--- config.mk ---
export PLATFORM = sky130hd
export DESIGN_NAME = lv_wdg_scan
export DESIGN_NICKNAME = d
export VERILOG_FILES = /design/src/rtl/lv_wdg_pkg.sv /design/src/rtl/lv_owt_scan_ctrl.sv /design/src/rtl/lv_wdg_scan.sv
export SDC_FILE = /design/constraint.sdc
export NUM_CORES = 1
export LEC_CHECK = 0
export CORE_MARGIN = 4
export CORE_UTILIZATION = 50
export CTS_CLUSTER_DIAMETER = 60
export DETAILED_ROUTE_END_ITERATION = 7
export MAX_ROUTING_LAYER = met4
export PLACE_DENSITY = 0.69
export SLEW_MARGIN = 20
export SYNTH_ARGS = -nofsm -noshare
export SYNTH_HDL_FRONTEND = slang
export SYNTH_HIERARCHICAL = 1
export SYNTH_SLANG_ARGS = --single-unit
--- constraint.sdc ---
create_clock -name i_clk -period 4.2 [get_ports i_clk]
set_input_delay 0.63 -clock i_clk [delete_from_list [all_inputs] [get_ports i_clk]]
set_output_delay 0.63 -clock i_clk [all_outputs]
set_load 0.02 [all_outputs]
--- src/rtl/lv_wdg_pkg.sv ---
// Shared types and default sizing for the LV watchdog / HV-link scan engine.
package lv_wdg_pkg;

  typedef enum logic [1:0] {
    SCAN_IDLE,
    SCAN_GAP,
    SCAN_REQ,
    SCAN_WAIT
  } scan_state_t;

  localparam int DEF_PRESCALE  = 64;
  localparam int DEF_SCAN_PRD  = 1000;
  localparam int DEF_ACK_TMO   = 200;
  localparam int DEF_RETRY_MAX = 3;

  // Width of the debug retry readback port
  localparam int RETRY_W = 2;

  // Bits needed for a counter running 0..n-1, never less than one bit
  function automatic int cnt_w(input int n);
    return (n > 1) ? $clog2(n) : 1;
  endfunction

  localparam int DEF_PRE_W = cnt_w(DEF_PRESCALE);
  localparam int DEF_GAP_W = cnt_w(DEF_SCAN_PRD);
  localparam int DEF_ACK_W = cnt_w(DEF_ACK_TMO);

endpackage

--- src/rtl/lv_owt_scan_ctrl.sv ---
// Periodic OWT scan sequencer: gap timer, request/ack handshake, ack timeout
// and consecutive-failure retry counter. Flags a link failure for one cycle.
module lv_owt_scan_ctrl
  import lv_wdg_pkg::*;
#(
  parameter int SCAN_PRD  = DEF_SCAN_PRD,
  parameter int ACK_TMO   = DEF_ACK_TMO,
  parameter int RETRY_MAX = DEF_RETRY_MAX
) (
  input  logic               i_clk,
  input  logic               i_rst_n,
  input  logic               en,
  input  logic               ack,
  input  logic               crc_ok,
  output logic               scan_req,
  output logic [RETRY_W-1:0] retry_cnt,
  output logic               link_fail
);

  localparam int GAP_W = cnt_w(SCAN_PRD);
  localparam int ACK_W = cnt_w(ACK_TMO);
  localparam logic [GAP_W-1:0]   GAP_LAST   = GAP_W'(SCAN_PRD - 1);
  localparam logic [GAP_W-1:0]   GAP_FIRST  = GAP_W'(1);
  localparam logic [ACK_W-1:0]   ACK_LAST   = ACK_W'(ACK_TMO - 1);
  localparam logic [RETRY_W-1:0] RETRY_LAST = RETRY_W'(RETRY_MAX - 1);

  scan_state_t        state, state_nx;
  logic [GAP_W-1:0]   gap_cnt, gap_nx;
  logic [ACK_W-1:0]   ack_tmr, ack_nx;
  logic [RETRY_W-1:0] retry_q, retry_nx;
  logic               req_q;

  always_ff @(posedge i_clk or negedge i_rst_n) begin
    if (!i_rst_n) begin
      state   <= SCAN_IDLE;
      gap_cnt <= '0;
      ack_tmr <= '0;
      retry_q <= '0;
      req_q   <= 1'b0;
    end else begin
      state   <= state_nx;
      gap_cnt <= gap_nx;
      ack_tmr <= ack_nx;
      retry_q <= retry_nx;
      req_q   <= (state_nx == SCAN_WAIT);
    end
  end

  always_comb begin
    state_nx  = state;
    gap_nx    = gap_cnt;
    ack_nx    = ack_tmr;
    retry_nx  = retry_q;
    link_fail = 1'b0;
    if (!en) begin
      state_nx = SCAN_IDLE;
      gap_nx   = '0;
      ack_nx   = '0;
      retry_nx = '0;
    end else begin
      unique case (state)
        // The enable cycle itself counts as the first gap cycle
        SCAN_IDLE: begin
          state_nx = SCAN_GAP;
          gap_nx   = GAP_FIRST;
        end
        SCAN_GAP: begin
          if (gap_cnt >= GAP_LAST) begin
            state_nx = SCAN_REQ;
            gap_nx   = '0;
          end else begin
            gap_nx = gap_cnt + GAP_W'(1);
          end
        end
        SCAN_REQ: begin
          state_nx = SCAN_WAIT;
          ack_nx   = '0;
        end
        // A good ack takes priority over an ack timeout in the same cycle
        SCAN_WAIT: begin
          if (ack && crc_ok) begin
            retry_nx = '0;
            state_nx = SCAN_GAP;
            gap_nx   = '0;
          end else if (ack || (ack_tmr == ACK_LAST)) begin
            if (retry_q == RETRY_LAST) begin
              link_fail = 1'b1;
              retry_nx  = '0;
              state_nx  = SCAN_GAP;
              gap_nx    = '0;
            end else begin
              retry_nx = retry_q + RETRY_W'(1);
              state_nx = SCAN_REQ;
            end
          end else begin
            ack_nx = ack_tmr + ACK_W'(1);
          end
        end
        default: state_nx = SCAN_IDLE;
      endcase
    end
  end

  assign scan_req  = req_q;
  assign retry_cnt = retry_q;

endmodule

--- src/rtl/lv_wdg_scan.sv ---
// LV watchdog and HV-link scan engine: watchdog counters, sticky error flags.
// Define LV_WDG_WINDOW_EN to reject refreshes arriving in the early window.
module lv_wdg_scan
  import lv_wdg_pkg::*;
#(
  parameter int PRESCALE  = DEF_PRESCALE,
  parameter int WDG_CFG_W = 8,
  parameter int SCAN_PRD  = DEF_SCAN_PRD,
  parameter int ACK_TMO   = DEF_ACK_TMO,
  parameter int RETRY_MAX = DEF_RETRY_MAX
) (
  input  logic                 i_clk,
  input  logic                 i_rst_n,
  input  logic                 i_wdg_scan_en,
  input  logic [WDG_CFG_W-1:0] i_reg_wdg_tmo_cfg,
  input  logic                 i_spi_wdg_rfsh,
  input  logic                 i_reg_wdg_err_clr,
  input  logic                 i_reg_owt_err_clr,
  output logic                 o_scan_req,
  input  logic                 i_scan_ack,
  input  logic                 i_scan_crc_ok,
  output logic                 o_wdg_tmo_err,
  output logic                 o_owt_com_err,
  output logic [RETRY_W-1:0]   o_retry_cnt
);

  localparam int PRE_W = cnt_w(PRESCALE);
  localparam logic [PRE_W-1:0] PRE_LAST = PRE_W'(PRESCALE - 1);

  logic [PRE_W-1:0]     pre_cnt, pre_nx;
  logic [WDG_CFG_W-1:0] tick_cnt, tick_nx;
  logic                 wdg_run, wdg_set, link_fail;
  logic                 wdg_err_q, owt_err_q;

  assign wdg_run = i_wdg_scan_en && (i_reg_wdg_tmo_cfg != '0);

  always_ff @(posedge i_clk or negedge i_rst_n) begin
    if (!i_rst_n) begin
      pre_cnt  <= '0;
      tick_cnt <= '0;
    end else begin
      pre_cnt  <= pre_nx;
      tick_cnt <= tick_nx;
    end
  end

  // Refresh is checked before the terminal count so it always wins the tie
  always_comb begin
    pre_nx  = pre_cnt;
    tick_nx = tick_cnt;
    wdg_set = 1'b0;
    if (!wdg_run) begin
      pre_nx  = '0;
      tick_nx = '0;
    end else if (i_spi_wdg_rfsh) begin
      pre_nx  = '0;
      tick_nx = '0;
`ifdef LV_WDG_WINDOW_EN
      wdg_set = (tick_cnt < (i_reg_wdg_tmo_cfg >> 1));
`endif
    end else if (tick_cnt == i_reg_wdg_tmo_cfg) begin
      wdg_set = 1'b1;
      pre_nx  = '0;
      tick_nx = '0;
    end else if (pre_cnt == PRE_LAST) begin
      pre_nx  = '0;
      tick_nx = tick_cnt + WDG_CFG_W'(1);
    end else begin
      pre_nx = pre_cnt + PRE_W'(1);
    end
  end

  // Sticky flags survive enable drop; a set beats a clear in the same cycle
  always_ff @(posedge i_clk or negedge i_rst_n) begin
    if (!i_rst_n) begin
      wdg_err_q <= 1'b0;
      owt_err_q <= 1'b0;
    end else begin
      if (wdg_set) wdg_err_q <= 1'b1;
      else if (i_reg_wdg_err_clr) wdg_err_q <= 1'b0;
      if (link_fail) owt_err_q <= 1'b1;
      else if (i_reg_owt_err_clr) owt_err_q <= 1'b0;
    end
  end

  lv_owt_scan_ctrl #(
    .SCAN_PRD  (SCAN_PRD),
    .ACK_TMO   (ACK_TMO),
    .RETRY_MAX (RETRY_MAX)
  ) u_scan (
    .i_clk     (i_clk),
    .i_rst_n   (i_rst_n),
    .en        (i_wdg_scan_en),
    .ack       (i_scan_ack),
    .crc_ok    (i_scan_crc_ok),
    .scan_req  (o_scan_req),
    .retry_cnt (o_retry_cnt),
    .link_fail (link_fail)
  );

  assign o_wdg_tmo_err = wdg_err_q;
  assign o_owt_com_err = owt_err_q;

endmodule

* After elaboration in Yosys (flattened, before gate mapping)
Index checks and enable logic that the tools add are counted.
Widths: inputs -> output; s select.
** Word-level totals
- Register bits after elaboration :: 39
- Bits of input ports :: 16
- Output and inout port bits :: 5
- Word-level logic and storage cells :: 83
** Operators by class
- Add/sub/neg operators :: 5
- Magnitude comparators :: 1
- Equality and inequality tests :: 17
- Muxes and demuxes :: 41
- Reductions and logical operators :: 10
** Operators by type and width (count)
- $mux 8 :: 7
- $mux 10 :: 5
- $pmux 10 s3 :: 1
- $mux 6 :: 4
- $mux 2 :: 10
- $add 8x1->8 const B :: 2
- $pmux 8 s2 :: 1
- $mux 1 :: 12
- $ne 4x2->1 const B :: 3
- $add 10x1->10 const B :: 1
- $ge 10x10->1 const B :: 1
- $eq 2x2->1 const B :: 4
- $eq 8x8->1 :: 1
- $eq 8x8->1 const B :: 1
- $pmux 2 s4 :: 1
- $reduce_bool 8->1 :: 1
- $add 6x1->6 const B :: 1
- $eq 6x6->1 const B :: 1
- $ne 3x1->1 const B :: 2
- $ne 3x3->1 const B :: 2
- $reduce_and 3->1 :: 2
- $ne 4x1->1 const B :: 1
- $reduce_bool 2->1 :: 2
- $add 2x1->2 const B :: 1
- 6 further kinds :: 7

* Longest topological paths before layout
- Word-level depth :: 7
- Mapped depth :: 6
- Mapped depth without buffers :: 6

* By module
Netlist, hierarchy kept.
** Modules (own cells, without submodules)
- lv_owt_scan_ctrl :: times used 1, cells an instance 139, area an instance 1345.0 µm², seq. area each 575.6 µm²
- lv_wdg_scan :: times used 1, cells an instance 86, area an instance 872.1 µm², seq. area each 400.4 µm²

* Least setup slack after synthesis
No wires, ideal clock.
- Path type :: register to register
- Start :: register u_scan.ack_tmr[0]
- End :: register u_scan.gap_cnt[0]
- Data arrival time :: 1622 ps
- Path slack :: 2453 ps
- Cell stages (with the launch flop) :: 6
- Buffers on the path :: 0
- Period minus slack after synthesis :: 1747 ps
- Path through :: dfrtp_1 -> ha_1 -> and4b_4 -> a311o_1 -> and2_4 -> mux2_4
** Between the ends
- Cells in the longest elaborated chain, start to end :: 4
** RTL lines
- start: declaration :: line lv_owt_scan_ctrl.sv:29 : logic [ACK_W-1:0] ack_tmr, ack_nx;
- start signal: assignment :: line lv_owt_scan_ctrl.sv:43 : ack_tmr <= ack_nx;
- $eq 8x8->1 :: line lv_owt_scan_ctrl.sv:85 : end else if (ack || (ack_tmr == ACK_LAST)) begin
- $logic_or 1x1->1 :: line lv_owt_scan_ctrl.sv:85
- $ne 4x2->1 (no source line)
- $reduce_and 3->1 (no source line)
- end signal: assignment :: line lv_owt_scan_ctrl.sv:42 : gap_cnt <= gap_nx;
- end: declaration :: line lv_owt_scan_ctrl.sv:28 : logic [GAP_W-1:0] gap_cnt, gap_nx;
No other way between the ends.
A chain may end at the register's enable or synchronous reset.

* Final worst setup path
- Start :: input i_wdg_scan_en
- End :: register u_scan.gap_cnt[2]
** Between the ends
- Cells in the longest elaborated chain, start to end :: 2
** RTL lines
- start: declaration :: line lv_wdg_scan.sv:14 : input logic i_wdg_scan_en,
- $ne 4x2->1 (no source line) or $ne 4x1->1 (tied branches)
- $reduce_and 3->1 (no source line)
Parallel ways exist; a longest one is shown, timed or not.

==> flow_summary_export.csv <==
group,metric,value,unit
run_status,status,"finished clean",
final_layout,n_antenna_cell,0,
power_and_ir_drop,power_leakage,0.00107,uW
final_layout,nets,266,
logic_synthesis,synthAdderAreaFrac,2.26,%
sta,slew_viol_final,0,
die,pin_count,21,
logic_synthesis,yosys.area_share.simple,24.5,%
die,initial_core_util,53.5,%
die,die_w,74.6,microns
clock_network,cts-root-buf,"clkbuf_8",
detailed_routing,drc,0,
critical_path,cp.arrival,2.56,ns
global_routing,groute.usage.overall,18.3,%
critical_path,r2r_slack,2.28,ns
critical_path,cp_slowest_cell,"clkdlybuf4s50_1",
logic_synthesis,syn-cell-area,2220,sq um
critical_path,critical_path_class,"primary input to flop",
logic_synthesis,synth_cell_types,55,
sta,finalClockSkew,0.00601,ns
global_routing,antenna_found_initial,0,
placed_design,dpl.cell_count,289,
power_and_ir_drop,netSwitchingFraction,23.3,%
sta,hold_ws,0.461,ns
critical_path,start_kind,"primary input",
final_layout,fin_cells,297,
sta,setup_tns,0,ns
sta,period_share,57.0,%
placed_design,gp_congestion,0.769,
logic_synthesis,synth.top_cell.area_share,44.0,%
logic_synthesis,synth_compound_area_share,17.2,%
clock_network,clock_insertion_delay_worst_skew,0.28,ns
clock_network,clk_path_buf_depth,2,
logic_synthesis,synth_top_family_by_area,"simple AND/OR/NAND/NOR gates",
final_layout,syn_to_final_growth,13.9,%
sta,min_period,2.39,ns
power_and_ir_drop,p_int,514,uW
clock_network,cts_setup_buffers,0,
power_and_ir_drop,p_comb_share,7.4,%
detailed_routing,vias,1772,
logic_synthesis,ys.flop_type,"dfrtp_1",
power_and_ir_drop,power_frac_clock,35.5,%
final_layout,final_cell_mix,"dfrtp_1, nand2_1, clkdlybuf4s50_1",
critical_path,cp_top_family,"buffers and inverters",
logic_synthesis,synth-seq-area-share,44.0,%
critical_path,cpPeakStageDelay,0.72,ns
final_layout,final_util,61.0,%
power_and_ir_drop,ir_drop,0.000143,V
sta,worst_pin_slew,0.881,ns
logic_synthesis,synth.area.mux_share,1.58,%
clock_network,cts_sinks,39,
sta,hold_violations,0,
logic_synthesis,yosys_warnings,6,
clock_network,cts_tree,"done",
logic_synthesis,netlist_instances,225,
clock_network,ctsHoldBuffers,0,
logic_synthesis,avgSynthCellArea,9.85,sq um
global_routing,grt.overflow.total,0,
detailed_routing,routed_wl,4470,microns
detailed_routing,firstDrtPassIters,4,
logic_synthesis,synthTopCellsByArea,"dfrtp_1, xnor2_1, nand2_1",
final_layout,drive_gt1_share,9.31,%
sta,grt_setup_unrepaired,"false",
logic_synthesis,synth_top_area_cell,"dfrtp_1",
critical_path,end_kind,"flop",
clock_network,htree_levels,2,
power_and_ir_drop,p_total,670,uW
logic_synthesis,synth_edf_count,0,
detailed_routing,avgRoutedWirePerCell,15.1,microns
sta,fmaxAchievable,0.418,GHz
sta,max_slew_margin,41.3,%
logic_synthesis,synth_xor_area_share,7.90,%
clock_network,cts.reportedPaths.clkPinSlew,0.08,ns
global_routing,grt_pass1_wl,7700,microns
placed_design,hpwl,3100,microns
global_routing,grt_max_degree,40,
die,die_h,74.6,microns
placed_design,io_buffers,20,
die,coreArea,4140,sq um
critical_path,crit_chain,"clkdlybuf4s50_1, and2_1, a31oi_1, nand2_1, a221o_1",
critical_path,cp.required,4.37,ns
detailed_routing,ant_nets,0,
hold_path,hold_class,"primary input to async pin",
power_and_ir_drop,p_seq_share,57.1,%
final_layout,final_common_cell,"dfrtp_1",
detailed_routing,drt_iter0_drc,77,
clock_network,cts_resized,0,
critical_path,path_buf_inv,1,
clock_network,cts_made_buffers,5,
logic_synthesis,synth_fp_nets,245,
sta,finalSetupViolations,0,
die,rows,23,
global_routing,grt_pass1_vias,1697,
job,maxCapViolCount,0,
logic_synthesis,ys_async_sr_fraction,100,%
power_and_ir_drop,power.density,265,nW/um^2
critical_path,critPathMaxFanout,16,
detailed_routing,vias_per_cell,5.97,
power_and_ir_drop,p_sw,156,uW
logic_synthesis,synth_seq_cells,39,
die,die_area,5560,sq um
[layer usage]
metal / track usage, % / up-vias / wire (microns)
met5: - / - / 0
met4: 4.74 / 0 / 45
met3: 3.11 / 5 / 230
met2: 29.6 / 40 / 2040
met1: 23.8 / 854 / 2160
li1: - / 873 / -
[metrics by stage]
| step | setup slack (ns) | instance area [sq um] |
|---|---|---|
| detailed placement | 1.51 | 2440 |
| global route | 1.67 | 2530 |
| finish | 1.81 | 2530 |
| global placement | 1.57 | 2440 |
| floorplan | 2.45 | 2220 |
| CTS | 1.81 | 2530 |
[cell type report]
class	count	area, sq um
Fill cell	360	1620
Multi-Input combinational cell	174	1190
Sequential cell	39	976
Timing Repair Buffer	20	195
Clock buffer	5	68.8
Tap cell	50	62.6
Inverter	6	22.5
Clock inverter	3	15.0
[kinds of logic after synthesis]
logic type,Yosys count
fa+ha+maj,4
flops,39
compound gates,50
simple gates,97
mux,3
xor+xnor,20
buf+inv,12
[state kept, by name, summed over array words and instances (netlist names)]
| name | flops |
|---|---|
| u_scan/state | 2 |
| o_wdg_tmo_err | 1 |
| o_owt_com_err | 1 |
| tick_cnt | 8 |
| u_scan/scan_req | 1 |
| u_scan/ack_tmr | 8 |
| u_scan/gap_cnt | 10 |
| u_scan/retry_cnt | 2 |
| pre_cnt | 6 |
[synth_stat cells (3+ instances only)]
master and count:
dfrtp_1 39, nand2_1 23, nor2_1 17, xnor2_1 17, nand3_1 16, a21oi_1 12
inv_1 6, nand4_1 6, a31oi_1 5, and2_1 4, and3_1 4, ha_1 4
nand2b_1 4, nor3_1 4, a22o_1 3, nor3b_1 3, o32ai_1 3, xor2_1 3
[path summary, 6_finish.rpt]
path                                    from                end  cells after the start
setup / recovery               i_wdg_scan_en  u_scan/gap_cnt[2]                      5
min in group i_clk                pre_cnt[0]         pre_cnt[0]                      1
setup reg to reg           u_scan/gap_cnt[0]  u_scan/gap_cnt[6]                      5
hold / removal                       i_rst_n         pre_cnt[5]                      1
hold reg to reg                   pre_cnt[0]         pre_cnt[0]                      1
max in group asynchronous            i_rst_n  u_scan/ack_tmr[0]                      1
[power by group through the flow]
stage	Sequential (uW)	Combinational [uW]	Clock, uW
after floorplan	388	23.6	0
after global placement	390	49.7	0
after detailed placement	390	49.8	0
after CTS	382	50.2	248
after global routing	383	55.6	267
final	383	49.3	238
No activity file was read; power rests on OpenSTA's default activity.
